$ cat src/rtl/mem_arbiter.sv
// Three-way arbiter (ioctl download, video DMA, CPU) in front of a single-port byte memory.
// Accesses are sequenced IDLE->ISSUE->WAIT->DONE with a bounded-wait boost for the CPU.
module mem_arbiter #(
    parameter int ADDR_W      = 25,
    parameter int MEM_LAT     = 2,
    parameter int CPU_MAXWAIT = 8
) (
    input  logic              clk,
    input  logic              reset_n,
    input  logic              dl_req,
    input  logic [ADDR_W-1:0] dl_addr,
    input  logic [7:0]        dl_din,
    output logic              dl_ack,
    input  logic              dma_req,
    input  logic [ADDR_W-1:0] dma_addr,
    output logic [7:0]        dma_dout,
    output logic              dma_ack,
    input  logic              cpu_req,
    input  logic              cpu_we,
    input  logic [ADDR_W-1:0] cpu_addr,
    input  logic [7:0]        cpu_din,
    output logic [7:0]        cpu_dout,
    output logic              cpu_ack,
    output logic [ADDR_W-1:0] mem_addr,
    output logic [7:0]        mem_din,
    output logic              mem_we,
    output logic              mem_rd,
    input  logic [7:0]        mem_dout
);

    typedef enum logic [1:0] {IDLE, ISSUE, WAIT, DONE} state_t;
    typedef enum logic [1:0] {OWN_NONE, OWN_DL, OWN_DMA, OWN_CPU} owner_t;

    localparam logic [3:0] LAT_LOAD = 4'(MEM_LAT - 1);
    localparam logic [7:0] WAIT_MAX = 8'(CPU_MAXWAIT);

    state_t            state, state_n;
    owner_t            owner, owner_n;
    logic [3:0]        lat_cnt, lat_cnt_n;
    logic [7:0]        cpu_wait, cpu_wait_n;
    logic              is_write, is_write_n;
    logic              cpu_grant;
    logic [ADDR_W-1:0] mem_addr_n;
    logic [7:0]        mem_din_n, dma_dout_n, cpu_dout_n;
    logic              mem_we_n, mem_rd_n, dl_ack_n, dma_ack_n, cpu_ack_n;

    always_ff @(posedge clk or negedge reset_n) begin
        if (!reset_n) begin
            state    <= IDLE;
            owner    <= OWN_NONE;
            lat_cnt  <= '0;
            cpu_wait <= '0;
            is_write <= 1'b0;
            mem_addr <= '0;
            mem_din  <= '0;
            mem_we   <= 1'b0;
            mem_rd   <= 1'b0;
            dl_ack   <= 1'b0;
            dma_ack  <= 1'b0;
            cpu_ack  <= 1'b0;
            dma_dout <= '0;
            cpu_dout <= '0;
        end else begin
            state    <= state_n;
            owner    <= owner_n;
            lat_cnt  <= lat_cnt_n;
            cpu_wait <= cpu_wait_n;
            is_write <= is_write_n;
            mem_addr <= mem_addr_n;
            mem_din  <= mem_din_n;
            mem_we   <= mem_we_n;
            mem_rd   <= mem_rd_n;
            dl_ack   <= dl_ack_n;
            dma_ack  <= dma_ack_n;
            cpu_ack  <= cpu_ack_n;
            dma_dout <= dma_dout_n;
            cpu_dout <= cpu_dout_n;
        end
    end

    // Strobes and acks are computed one cycle early so every output leaves a flop.
    always_comb begin
        state_n    = state;
        owner_n    = owner;
        lat_cnt_n  = lat_cnt;
        is_write_n = is_write;
        mem_addr_n = mem_addr;
        mem_din_n  = mem_din;
        dma_dout_n = dma_dout;
        cpu_dout_n = cpu_dout;
        mem_we_n   = 1'b0;
        mem_rd_n   = 1'b0;
        dl_ack_n   = 1'b0;
        dma_ack_n  = 1'b0;
        cpu_ack_n  = 1'b0;
        cpu_grant  = 1'b0;

        case (state)
            IDLE: begin
                if (dl_req) begin
                    owner_n    = OWN_DL;
                    mem_addr_n = dl_addr;
                    mem_din_n  = dl_din;
                    is_write_n = 1'b1;
                    mem_we_n   = 1'b1;
                    state_n    = ISSUE;
                end else if (cpu_req && (cpu_wait >= WAIT_MAX)) begin
                    cpu_grant = 1'b1;
                end else if (dma_req) begin
                    owner_n    = OWN_DMA;
                    mem_addr_n = dma_addr;
                    is_write_n = 1'b0;
                    mem_rd_n   = 1'b1;
                    state_n    = ISSUE;
                end else if (cpu_req) begin
                    cpu_grant = 1'b1;
                end
                if (cpu_grant) begin
                    owner_n    = OWN_CPU;
                    mem_addr_n = cpu_addr;
                    mem_din_n  = cpu_din;
                    is_write_n = cpu_we;
                    mem_we_n   = cpu_we;
                    mem_rd_n   = !cpu_we;
                    state_n    = ISSUE;
                end
            end
            ISSUE: begin
                lat_cnt_n = LAT_LOAD;
                state_n   = WAIT;
            end
            WAIT: begin
                // The last WAIT cycle is MEM_LAT cycles after the strobe: read data is valid here.
                if (lat_cnt == 4'd0) begin
                    state_n   = DONE;
                    dl_ack_n  = (owner == OWN_DL);
                    dma_ack_n = (owner == OWN_DMA);
                    cpu_ack_n = (owner == OWN_CPU);
                    if (!is_write && owner == OWN_DMA) dma_dout_n = mem_dout;
                    if (!is_write && owner == OWN_CPU) cpu_dout_n = mem_dout;
                end else begin
                    lat_cnt_n = lat_cnt - 4'd1;
                end
            end
            DONE: begin
                owner_n = OWN_NONE;
                state_n = IDLE;
            end
            default: state_n = IDLE;
        endcase

        cpu_wait_n = cpu_wait;
        if (cpu_grant)
            cpu_wait_n = '0;
        else if (cpu_req && owner != OWN_CPU && cpu_wait < WAIT_MAX)
            cpu_wait_n = cpu_wait + 8'd1;
    end

endmodule

$ cat config.mk
export PLATFORM = sky130hd
export DESIGN_NAME = mem_arbiter
export DESIGN_NICKNAME = d
export VERILOG_FILES = /design/src/rtl/mem_arbiter.sv
export SDC_FILE = /design/constraint.sdc
export NUM_CORES = 1
export LEC_CHECK = 0
export BUFFER_PORTS_ARGS = -buffer_cell sky130_fd_sc_hd__buf_2
export CORE_MARGIN = 2
export CORE_UTILIZATION = 51
export CTS_CLUSTER_DIAMETER = 60
export CTS_CLUSTER_SIZE = 16
export DETAILED_ROUTE_END_ITERATION = 10
export GPL_TIMING_DRIVEN = 0
export HOLD_SLACK_MARGIN = 0.02
export PLACE_DENSITY_LB_ADDON = 0.25
export SLEW_MARGIN = 20
export SYNTH_ARGS = -nofsm -noshare
export SYNTH_HDL_FRONTEND = slang
export SYNTH_SLANG_ARGS = --single-unit
$ cat constraint.sdc
create_clock -name clk -period 3.2 [get_ports clk]
set_input_delay 0.48 -clock clk [delete_from_list [all_inputs] [get_ports clk]]
set_output_delay 0.48 -clock clk [all_outputs]
set_load 0.1 [all_outputs]
==> impl_metrics.env <==
export IMPL_ys_ff_latch=71
export IMPL_multi_input_area_mm2=0.00161
export IMPL_syn_instance_count=310
export IMPL_dpl_hpwl_mm=6.25
export IMPL_areaGrowthSynthToFinish_pct=31.6
export IMPL_via_count=2932
export IMPL_place_inst=548
export IMPL_fillers=521
export IMPL_cp_data_required_time_ps=3430
export IMPL_track_usage=0.219
export IMPL_cts_buffers=9
export IMPL_regArea_mm2=0.00178
export IMPL_yosysWarningCount=0
export IMPL_status="completed"
export IMPL_fin_cells=564
export IMPL_finClkSkew_ps=8.77
export IMPL_hold_path_class="in -> async"
export IMPL_drv_cap=0
export IMPL_rows=30
export IMPL_clk_latency_ps=350
export IMPL_grt_pass1_wl_mm=12.8
export IMPL_n_antenna_cell=0
export IMPL_slowest_delay_ps=550
export IMPL_fin_crit_sh=0.648
export IMPL_cts_max_level=3
export IMPL_drive_above_1_share=0.479
export IMPL_fin_util=0.686
export IMPL_grt_max_degree=40
export IMPL_synthTopCellsByArea="dfrtp_1, mux2_2, mux2i_1"
export IMPL_io_pins=159
export IMPL_first_pass_iters=4
export IMPL_cts_sinks=71
export IMPL_cts_tree="built"
export IMPL_r2r_slack_ps=1120
export IMPL_routed_via_density=5.20
export IMPL_cp_arrival_ps=2310
export IMPL_fin_nets=591
export IMPL_clockBufferDepth=2
export IMPL_tns_ps=0
export IMPL_cp_top_family="simple AND/OR/NAND/NOR gates"
export IMPL_worstSetupEndpointType="flop"
export IMPL_port_buffers=157
export IMPL_die_y_um=87.1
export IMPL_hold_ws_ps=70.7
export IMPL_critPathBufInv=2
export IMPL_initial_core_util=0.521
export IMPL_synth_top_area_share=0.504
export IMPL_synth_nets=422
export IMPL_crit_path_start_kind="flop"
export IMPL_drt_iter0_markers=137
export IMPL_grt_pass1_vias=2804
export IMPL_fp_dieW_um=87.1
export IMPL_path_class="reg -> reg"
export IMPL_slew_violations=0
export IMPL_worst_pin_slew_ps=574
export IMPL_crit_path_max_fanout=8
export IMPL_hold_violations=0
export IMPL_r2r_end="dma_dout[4]"
export IMPL_synth_area_per_cell_um2=11.4
export IMPL_remaining_drc_errors=0
export IMPL_grt_antenna_before_repair=0
export IMPL_postRouteAntennaNets=0
export IMPL_setup_violations_final=0
export IMPL_cts_resized=0
export IMPL_core_mm2=0.00676
export IMPL_synth_top_area_cell="dfrtp_1"
export IMPL_routed_wirelength_mm=8.03
export IMPL_maxSlewHeadroom=0.615
export IMPL_rsz0062_at_grt="no"
export IMPL_cts_root_buf="clkbuf_8"
export IMPL_timing_final_crit_period_ps=2080
export IMPL_die_area_mm2=0.00759
export IMPL_crit_slowest_cell="nor4b_4"
export IMPL_wl_per_cell_um=14.2
export IMPL_grt_overflow=0
export IMPL_crit_reg2reg_launch="state[0]"
export IMPL_post_cts_buffers=0
export IMPL_ys_seq_area_frac=0.504
export IMPL_clk_pin_slew_worst_paths_ps=70
export IMPL_gp_congestion=0.744
export IMPL_reg2reg_depth=6
export IMPL_path_cells="inv_1 -> ha_1 -> clkbuf_2 -> nand3_2 -> nor4b_4 -> mux2_2"
export IMPL_fmaxAchievable_ghz=0.482
export IMPL_synth_cell_types=38
export IMPL_synth_cell_area_mm2=0.00352
export IMPL_cts_hold_buf=0
==> synth_stat cells <==
master and count:
dfrtp_1 71, mux2_2 42, mux2i_1 34, nand2_1 31, o21ai_0 26, nor2_1 17
inv_1 12, a21oi_1 10, ha_1 7, o21ai_1 7, clkbuf_1 5, and2_1 4
buf_2 4, buf_6 3, nand2b_1 3, nand3_1 3, nor3_1 3, nor3b_1 3
buf_4 2, nand4_1 2, nor3_4 2, o221ai_1 2, o41ai_1 2, a311o_1 1
a31oi_1 1, a41oi_1 1, and2b_1 1, clkbuf_2 1, nand3_2 1, nand3b_1 1
nor4b_4 1, o21a_1 1, o22a_1 1, o31ai_1 1, o31ai_2 1, or3b_2 1
xnor2_1 1, xor2_1 1
==> stage by stage <==
stage	area [um2]	worst slack, ps
5_1_grt	4640	955
3_5_place_dp	4430	1120
4_1_cts	4640	1100
2_1_floorplan	3520	1350
6_report	4640	1120
3_3_place_gp	4410	1120
==> worst register-to-register path, delay by kind of cell, from the launching register on <==
kind | cells | cell delay (ps)
flip-flops | 1 | 420
adder cells (fa/ha/maj) | 1 | 140
buffers and inverters | 2 | 270
multiplexers | 1 | 400
AND/OR/NAND/NOR | 2 | 730
==> final cells by class <==
cell class	count	share of cell area
Buffer	15	0.0200
Clock buffer	10	0.0297
Clock inverter	6	0.0148
Inverter	12	0.00971
Multi-Input combinational cell	212	0.347
Sequential cell	71	0.383
Tap cell	80	0.0216
Timing Repair Buffer	158	0.174
==> flip-flops by register name, summed over array words and instances (netlist names), 2 cells and up <==
| signal | flops |
|---|---|
| mem_din | 8 |
| owner | 2 |
| cpu_wait | 8 |
| dma_dout | 8 |
| mem_addr | 25 |
| state | 2 |
| cpu_dout | 8 |
| lat_cnt | 4 |
==> layout by cell type (no fill, tap or decap), types with 2 or more instances in the layout <==
| master | n |
|---|---|
| buf_2 | 160 |
| dfrtp_1 | 71 |
| mux2_2 | 42 |
| mux2i_1 | 34 |
| nand2_1 | 31 |
| o21ai_0 | 26 |
| nor2_1 | 17 |
| inv_1 | 12 |
| a21oi_1 | 10 |
| clkbuf_8 | 10 |
| o21ai_1 | 7 |
| ha_1 | 7 |
| clkbuf_1 | 5 |
| and2_1 | 4 |
| nor3b_1 | 3 |
| buf_4 | 3 |
| nand2b_1 | 3 |
| nand3_1 | 3 |
| nor3_1 | 3 |
| buf_6 | 3 |
| nor3_4 | 2 |
| o41ai_1 | 2 |
| nand4_1 | 2 |
| o221ai_1 | 2 |
| clkinv_4 | 2 |
==> worst max path at each step <==
stage / cells past startpoint / to / startpoint / slack, ps
after global routing: 6 / dma_dout[2] / state[0] / 960
after global placement: 6 / dma_dout[4] / state[0] / 1120
after CTS: 6 / dma_dout[4] / state[0] / 1100
after detailed placement: 6 / dma_dout[4] / state[0] / 1120
after floorplan: 6 / dma_dout[0] / state[0] / 1350
final: 6 / dma_dout[4] / state[0] / 1120
==> layer usage <==
metal | up-vias | part of all wire | global-route usage | routed length (um)
li1 | 1423 | - | - | -
met1 | 1383 | 0.41 | 0.264 | 3290
met2 | 110 | 0.49 | 0.366 | 3970
met3 | 16 | 0.077 | 0.0768 | 622
met4 | 0 | 0.018 | 0.0783 | 143
met5 | - | 0 | 0 | 0
==> kinds of logic after synthesis <==
kind of cell    Yosys count  share of synthesized area
fa+ha+maj                 7                     0.0249
flops                    71                      0.504
simple gates             73                      0.108
xor+xnor                  2                    0.00497
compound gates           54                     0.0884
mux                      76                      0.231
buf+inv                  27                     0.0391
Power is left out: the tool's default activity adds up to more than one toggle a clock period on the data nets, which glitch-free logic cannot reach.
